### src/rtl/mem_arbiter_pkg.sv
// Shared definitions for the memory arbiter and interconnect blocks.
//   - Address map: <dev>_base_addr (inclusive) / <dev>_top_addr (exclusive).
//   - mem_sel_t: 5-bit one-hot device select, indexed by the Sel* constants.
//   - arb_state_e: arbiter FSM states.
//   - in_window(): unsigned base <= addr < top test.
package mem_arbiter_pkg;

  localparam logic [31:0] bram_base_addr  = 32'h0000_0000;
  localparam logic [31:0] bram_top_addr   = 32'h0000_1000;
  localparam logic [31:0] uart_base_addr  = 32'h0100_0000;
  localparam logic [31:0] uart_top_addr   = 32'h0100_1000;
  localparam logic [31:0] clint_base_addr = 32'h0200_0000;
  localparam logic [31:0] clint_top_addr  = 32'h0201_0000;
  localparam logic [31:0] clic_base_addr  = 32'h0300_0000;
  localparam logic [31:0] clic_top_addr   = 32'h0301_0000;
  localparam logic [31:0] axi_base_addr   = 32'h8000_0000;
  localparam logic [31:0] axi_top_addr    = 32'hC000_0000;

  typedef logic [4:0] mem_sel_t;

  localparam int unsigned SelBram  = 0;
  localparam int unsigned SelUart  = 1;
  localparam int unsigned SelClint = 2;
  localparam int unsigned SelClic  = 3;
  localparam int unsigned SelAxi   = 4;

  typedef enum logic [2:0] {
    StIdle,
    StBusyI,
    StBusyD,
    StErrI,
    StErrD
  } arb_state_e;

  // Offset form gives a single unsigned compare and stays correct for a zero base.
  function automatic logic in_window(input logic [31:0] addr, input logic [31:0] base,
                                     input logic [31:0] top);
    return (addr - base) < (top - base);
  endfunction

endpackage

### src/rtl/mem_decode.sv
// Combinational address decoder for the shared memory map.
//   addr_i : byte address
//   sel_o  : one-hot device select (bram, uart, clint, clic, axi)
//   hit_o  : address falls inside some window
module mem_decode
  import mem_arbiter_pkg::*;
(
  input  logic [31:0] addr_i,
  output logic [4:0]  sel_o,
  output logic        hit_o
);

  always_comb begin
    sel_o           = '0;
    sel_o[SelBram]  = in_window(addr_i, bram_base_addr, bram_top_addr);
    sel_o[SelUart]  = in_window(addr_i, uart_base_addr, uart_top_addr);
    sel_o[SelClint] = in_window(addr_i, clint_base_addr, clint_top_addr);
    sel_o[SelClic]  = in_window(addr_i, clic_base_addr, clic_top_addr);
    sel_o[SelAxi]   = in_window(addr_i, axi_base_addr, axi_top_addr);
  end

  assign hit_o = |sel_o;

endmodule

### src/rtl/mem_arbiter.sv
// Two-requester arbiter and address decoder for the core's shared memory port.
//   clock, reset           : rising-edge clock, async active-low reset
//   imem_* / dmem_*        : fetch and load/store requester handshakes
//   mem_valid .. mem_wstrb : registered request to the peripheral interconnect
//   mem_rdata, mem_ready   : slave response
// One transaction is outstanding at a time; unmapped addresses are answered
// locally with an error and never reach the shared port.
module mem_arbiter
  import mem_arbiter_pkg::*;
(
  input  logic        clock,
  input  logic        reset,

  input  logic        imem_valid,
  input  logic [31:0] imem_addr,
  output logic        imem_ready,
  output logic [31:0] imem_rdata,
  output logic        imem_error,

  input  logic        dmem_valid,
  input  logic [31:0] dmem_addr,
  input  logic [31:0] dmem_wdata,
  input  logic [3:0]  dmem_wstrb,
  output logic        dmem_ready,
  output logic [31:0] dmem_rdata,
  output logic        dmem_error,

  output logic        mem_valid,
  output logic        mem_instr,
  output logic [4:0]  mem_sel,
  output logic [31:0] mem_addr,
  output logic [31:0] mem_wdata,
  output logic [3:0]  mem_wstrb,
  input  logic [31:0] mem_rdata,
  input  logic        mem_ready
);

  arb_state_e  state_q;
  logic        last_data_q;  // 1: data requester was granted most recently
  logic        grant_i;
  logic        grant_d;
  logic [31:0] req_addr;
  logic [4:0]  dec_sel;
  logic        dec_hit;

  // Round-robin only matters under contention; a lone requester always wins.
  always_comb begin
    grant_i = 1'b0;
    grant_d = 1'b0;
    if (state_q == StIdle) begin
      if (imem_valid && dmem_valid) begin
        grant_i = last_data_q;
        grant_d = !last_data_q;
      end else begin
        grant_i = imem_valid;
        grant_d = dmem_valid;
      end
    end
  end

  assign req_addr = grant_i ? imem_addr : dmem_addr;

  mem_decode u_decode (
    .addr_i (req_addr),
    .sel_o  (dec_sel),
    .hit_o  (dec_hit)
  );

  always_ff @(posedge clock or negedge reset) begin
    if (!reset) begin
      state_q     <= StIdle;
      last_data_q <= 1'b1;
      mem_valid   <= 1'b0;
      mem_instr   <= 1'b0;
      mem_sel     <= '0;
      mem_addr    <= '0;
      mem_wdata   <= '0;
      mem_wstrb   <= '0;
    end else begin
      unique case (state_q)
        StIdle: begin
          if (grant_i || grant_d) begin
            last_data_q <= grant_d;
            if (dec_hit) begin
              mem_valid <= 1'b1;
              mem_instr <= grant_i;
              mem_sel   <= dec_sel;
              mem_addr  <= req_addr;
              // Fetches are reads; never forward stale store data with them.
              mem_wdata <= grant_i ? 32'h0 : dmem_wdata;
              mem_wstrb <= grant_i ? 4'h0 : dmem_wstrb;
              state_q   <= grant_i ? StBusyI : StBusyD;
            end else begin
              state_q   <= grant_i ? StErrI : StErrD;
            end
          end
        end
        StBusyI, StBusyD: begin
          if (mem_ready) begin
            mem_valid <= 1'b0;
            state_q   <= StIdle;
          end
        end
        StErrI, StErrD: state_q <= StIdle;
        default:        state_q <= StIdle;
      endcase
    end
  end

  // Responses: pass-through from the slave while busy, local error otherwise.
  always_comb begin
    imem_ready = 1'b0;
    imem_rdata = '0;
    imem_error = 1'b0;
    dmem_ready = 1'b0;
    dmem_rdata = '0;
    dmem_error = 1'b0;
    unique case (state_q)
      StBusyI: begin
        imem_ready = mem_ready;
        imem_rdata = mem_ready ? mem_rdata : 32'h0;
      end
      StBusyD: begin
        dmem_ready = mem_ready;
        dmem_rdata = mem_ready ? mem_rdata : 32'h0;
      end
      StErrI: begin
        imem_ready = 1'b1;
        imem_error = 1'b1;
      end
      StErrD: begin
        dmem_ready = 1'b1;
        dmem_error = 1'b1;
      end
      default: ;
    endcase
  end

endmodule

### config.mk
export PLATFORM = sky130hd
export DESIGN_NAME = mem_arbiter
export DESIGN_NICKNAME = d
export VERILOG_FILES = /design/src/rtl/mem_arbiter_pkg.sv /design/src/rtl/mem_decode.sv /design/src/rtl/mem_arbiter.sv
export SDC_FILE = /design/constraint.sdc
export NUM_CORES = 1
export LEC_CHECK = 0
export BUFFER_PORTS_ARGS = -buffer_cell sky130_fd_sc_hd__buf_4
export CAP_MARGIN = 10
export CORE_AREA = 2 2 109 111
export DETAILED_ROUTE_END_ITERATION = 7
export DIE_AREA = 0 0 111 113
export HOLD_SLACK_MARGIN = 0.1
export PLACE_DENSITY = 0.78
export SLEW_MARGIN = 0
export SYNTH_ARGS = -nofsm -noshare
export SYNTH_HDL_FRONTEND = slang
export SYNTH_HIERARCHICAL = 1
export SYNTH_SLANG_ARGS = --single-unit
### constraint.sdc
create_clock -name clock -period 5.83 [get_ports clock]
set_input_delay 0.583 -clock clock [delete_from_list [all_inputs] [get_ports clock]]
set_output_delay 0.583 -clock clock [all_outputs]
set_load 0.02 [all_outputs]
* Word level (Yosys, flattened, before mapping)
Index checks and enable logic that the tools add are counted.
W data, S select, Z words.
** Word-level totals
- Bits in registers :: 79
- Input port bits :: 137
** Operators by class
- Add/sub/neg operators :: 4
- $lt $le $gt $ge :: 5
- Equality and inequality tests :: 7
- Mux-type cells :: 24
- Reduce and logical (&&, ||, !) cells :: 11
** Operators by type and width (count)
- $mux W32 :: 5
- $lt A32 B13 Y1 const B :: 2
- $lt A32 B17 Y1 const B :: 2
- $sub A32 B26 Y32 const B :: 2
- $lt A32 B31 Y1 const B :: 1
- $sub A32 B25 Y32 const B :: 1
- $sub A32 B32 Y32 const B :: 1
- $mux W3 :: 4
- $mux W1 :: 9
- $eq A3 B2 Y1 const B :: 2
- $pmux W1 S2 :: 3
- $pmux W3 S2 :: 1
- $reduce_or A5 Y1 :: 1
- $mux W4 :: 1
- $ne A2 B2 Y1 const B :: 2
- $reduce_and A2 Y1 :: 2
- $reduce_and A4 Y1 :: 1
- $eq A3 B1 Y1 const B :: 1
- $eq A3 B3 Y1 const B :: 1
- $logic_not A3 Y1 :: 1
- $reduce_and A3 Y1 :: 1
- $mux W2 :: 1
- $ne A2 B1 Y1 const B :: 1
- $reduce_bool A2 Y1 :: 1
- other kinds (4) :: 4

* Depth between registers and ports, before layout
- Word-level depth :: 10
- Mapped depth :: 19

* Modules after synthesis
Netlist, hierarchy kept.
** By module, submodules not included
- mem_arbiter :: instances 1, cells each 420, area an instance 3980.1 um^2, sequential area each 1978.1 um^2
- mem_decode :: instances 1, cells each 37, area an instance 257.7 um^2, sequential area each 0.0 um^2

* Worst setup path after synthesis
No wires, ideal clock.
- Kind :: in2reg
- Start :: input port imem_valid
- End :: register mem_addr[12]
- Arrival time :: 3.961 ns
- Slack :: 1.734 ns
- Stages on the path :: 18
- Path buffers :: 5
- Cell sequence :: or4b_1 > buf_2 > clkbuf_1 > o21ai_0 > nand2_1 > inv_1 > ha_1 > a21boi_1 > a21oi_1 > a2111oi_0 > o21a_1 > or3_1 > o21a_1 > clkbuf_1 > and2_1 > buf_2 > clkbuf_1 > a31oi_1
** On the way
- Cells in the longest elaborated chain, start to end :: 8
- Elaborated cells on any way between the ends :: 18
- Those cells by class :: 4 x add/sub; 5 x order compare; 5 x mux; 4 x reduce/logical
** RTL lines
- from (decl) :: line mem_arbiter.sv:14 : input logic imem_valid,
- $logic_and A1 B1 Y1 :: line mem_arbiter.sv:51 : if (imem_valid && dmem_valid) begin
- $mux W1 (*) :: line mem_arbiter.sv:51
- $mux W1 (*) :: line mem_arbiter.sv:50 : if (state_q == StIdle) begin
- $mux W32 (*) :: line mem_arbiter.sv:61 : assign req_addr = grant_i ? imem_addr : dmem_addr;
- via req_addr[25] :: line mem_arbiter.sv:42 : logic [31:0] req_addr;
- $sub A32 B25 Y32 (*) :: line mem_arbiter_pkg.sv:38 : return (addr - base) < (top - base);
- $lt A32 B13 Y1 (*) :: line mem_arbiter_pkg.sv:38
- via dec_sel[1] :: line mem_arbiter.sv:43 : logic [4:0] dec_sel;
- $reduce_or A5 Y1 (*) :: line mem_decode.sv:22 : assign hit_o = |sel_o;
- via dec_hit :: line mem_arbiter.sv:44 : logic dec_hit;
- $reduce_and A3 Y1 (no source line) (*)
- to (signal assigned) :: line mem_arbiter.sv:88 : mem_addr <= req_addr;
- to (decl) :: line mem_arbiter.sv:31 : output logic [31:0] mem_addr,
Mark *: on every way through the listed nets, which the timed path passes. The rest lies on a longest branch.
A chain may end at the register's enable or synchronous reset.

* Final worst setup path
- Start :: register state_q[0]
- End :: register mem_wdata[26]
** On the way
- Cells in the longest elaborated chain, start to end :: 7
- Elaborated cells on any way between the ends :: 17
- Those cells by class :: 4 x add/sub; 5 x order compare; 4 x mux; 4 x reduce/logical
** RTL lines
- from (decl) :: line mem_arbiter.sv:38 : arb_state_e state_q;
- from (signal assigned) :: line mem_arbiter.sv:71 : state_q <= StIdle;
- from (signal assigned) :: line mem_arbiter.sv:92 : state_q <= grant_i ? StBusyI : StBusyD;
- from (signal assigned) :: line mem_arbiter.sv:94 : state_q <= grant_i ? StErrI : StErrD;
- $logic_not A3 Y1 :: line mem_arbiter.sv:50
- $mux W1 :: line mem_arbiter.sv:50
- $mux W32 :: line mem_arbiter.sv:61
- via req_addr[25] :: line mem_arbiter.sv:42
- $sub A32 B25 Y32 :: line mem_arbiter_pkg.sv:38
- $lt A32 B13 Y1 :: line mem_arbiter_pkg.sv:38
- via dec_sel[1] :: line mem_arbiter.sv:43
- $reduce_or A5 Y1 :: line mem_decode.sv:22
- via dec_hit :: line mem_arbiter.sv:44
- $reduce_and A3 Y1 (no source line)
- to (signal assigned) :: line mem_arbiter.sv:90 : mem_wdata <= grant_i ? 32'h0 : dmem_wdata;
- to (decl) :: line mem_arbiter.sv:32 : output logic [31:0] mem_wdata,
The timed path passes the listed nets, and every way through them passes these cells.

==> flow_summary.yaml <==
detailed_routing:
  wl_per_cell_um: 18.6
  antenna_left: 0
  remaining_drc_errors: 0
  vias_per_cell: 5.45
  drtIter0Drc: 387
  num_vias: 4651
  wirelength_um: 15900
  drt_first_pass_iters: 5
clocking:
  htreeDepth: 3
  cts_setup_buffers: 0
  ctsHoldBuffers: 0
  clkTransAtPathRegs_ns: 0.06
  root_buffer: "clkbuf_16"
  cts.sinks: 79
  tritoncts: "done"
  worstSkewPairLatency_ns: 0.33
  cts_buffers: 9
  cts_resized: 0
  cts_buffer_depth: 2
placed_design:
  dp_hpwl_um: 11900
  gp_congestion: 0.847
  io_buffer_count: 279
global_routing:
  grt-ovfl-total: 0
  grt_pass1_vias: 4738
  grt_max_degree: 80
  grt_usage_pct: 25.0
  antenna_found_initial: 4
  grt_pass1_wl_um: 24700
hold_path:
  hold_path.class: "input pin to asynchronous set/reset pin"
sta:
  timing_worst_slew_pin_value_ns: 1.06
  fin_skew_ns: 0.00403
  finalCriticalPeriod_ns: 4.93
  slew_headroom_pct: 29.6
  setup_viol: 0
  fmax_mhz: 203
  slew_viol_final: 0
  fin_tns_setup_ns: 0
  hold_viol_final: 0
  rsz0062_at_grt: "no"
  min_period_over_period_pct: 84.5
cells_and_area:
  final_util_pct: 59.1
  fillers: 978
  areaGrowthSynthToFinish_pct: 58.9
  drive_above_1_share_pct: 44.8
  fin_nets: 844
critical_path:
  crit_type: "flop to flop"
  startpoint_type: "flop"
  worstPathArrival_ns: 5.19
  cp_max_fo: 36
  r2r_start: "state_q[0]"
  crit_required_ns: 6.10
  cp-end-kind: "flop"
  r2r_cells: 15
  r2r_end: "mem_wdata[26]"
  reg2reg_slack_ns: 0.90
die:
  rows: 39
  die_h_um: 113
  die_w_um: 111
  core-area_mm2: 0.0113
  start_util_pct: 37.2
  dieArea_mm2: 0.0125
  io_pins: 280
status:
  run_status: "finished clean"
job:
  max-cap-violations: 0
synthesis:
  netlist_area_mm2: 0.00419
  synth_warnings: 6
  synth_area_per_cell_um2: 9.42
  synth.net_count: 586
  synth_cells: 445
pwr:
  p_leak_nw: 3.31
  irDropWorstVdd_uv: 270
  power_density_mw_per_mm2: 505
registers in the layout, indices dropped and copies added, names as in the netlist:
register / cells
state_q: 3
mem_addr: 32
mem_sel: 5
last_data_q: 1
mem_instr: 1
mem_wstrb: 4
mem_valid: 1
mem_wdata: 32
worst max-delay path, cell delays in order (launching register included):
cell and delay [ns]:
dfrtp_1 0.54, or4b_1 1.05, o21ai_0 0.41, nand2_1 0.22, inv_1 0.13, ha_1 0.21, a21boi_1 0.26, a21oi_1 0.10
a2111oi_0 0.38, o21a_1 0.19, or3_1 0.12, o21a_1 0.13, buf_4 0.35, o211a_1 0.21, buf_4 0.34, a22o_1 0.20
where the power goes:
| part | leakage, nW | internal (mW) | switching (mW) |
|---|---|---|---|
| sequential | 0.956 | 0.797 | 0.186 |
| combinational | 2.21 | 0.777 | 1.07 |
| clock | 0.140 | 0.305 | 0.232 |
| total | 3.31 | 1.88 | 1.49 |
placed cells by master (no fill, tap or decap), drive strengths merged, types with 2 or more instances in the layout:
cell type / instances
buf: 288
dfrtp: 78
and2: 65
o21ai: 36
a22o: 36
nand3: 35
a21oi: 33
a31oi: 33
nand2: 26
clkbuf: 10
inv: 7
mux2: 6
nor2: 5
nor4: 5
nand2b: 4
ha: 4
nor3b: 4
nor3: 4
diode: 3
or3: 3
clkinv: 3
or4b: 2
o21a: 2
xnor2: 2
xor2: 2
nor2b: 2
a2111oi: 2
final cells by class:
| type | instances | area [um^2] | area share, % |
|---|---|---|---|
| diodes | 3 | 7.51 | 0.113 |
| clock buffers | 10 | 239 | 3.59 |
| clock inverters | 6 | 51.3 | 0.770 |
| inverters | 5 | 18.8 | 0.282 |
| multi-input cells | 320 | 2030 | 30.4 |
| flip-flops and latches | 79 | 1980 | 29.7 |
| well taps | 143 | 179 | 2.69 |
| repair buffers | 288 | 2160 | 32.5 |
per-stage QoR:
| step | total power, mW | cells | setup slack, ns | area [um^2] | hold WS [ns] |
|---|---|---|---|---|---|
| 2_1_floorplan | 2.06 | 445 | 1.73 | 4190 | 0.287 |
| 3_3_place_gp | 2.78 | 835 | 1.11 | 6360 | 0.480 |
| 6_report | 3.37 | 854 | 0.902 | 6660 | 0.387 |
| 3_5_place_dp | 2.83 | 835 | 0.920 | 6360 | 0.493 |
| 5_1_grt | 3.57 | 851 | 0.613 | 6650 | 0.450 |
| 4_1_cts | 3.38 | 851 | 0.964 | 6650 | 0.450 |
worst max-delay path by stage:
stage,to,from,depth (start not counted)
floorplan,mem_addr[12],imem_valid,18
global placement,mem_wdata[8],imem_valid,16
detailed placement,mem_wdata[20],imem_valid,16
CTS,mem_wdata[26],state_q[0],15
global route,mem_wdata[18],state_q[0],15
finish,mem_wdata[26],state_q[0],15
metal layers:
layer  part of all wire, %  global-route usage (%)
met4                   1.8                    7.75
met2                    53                    45.3
met1                    35                    28.2
met3                    10                    8.03
met5                 0.082                       0
Power figures use the tool's default switching activity.
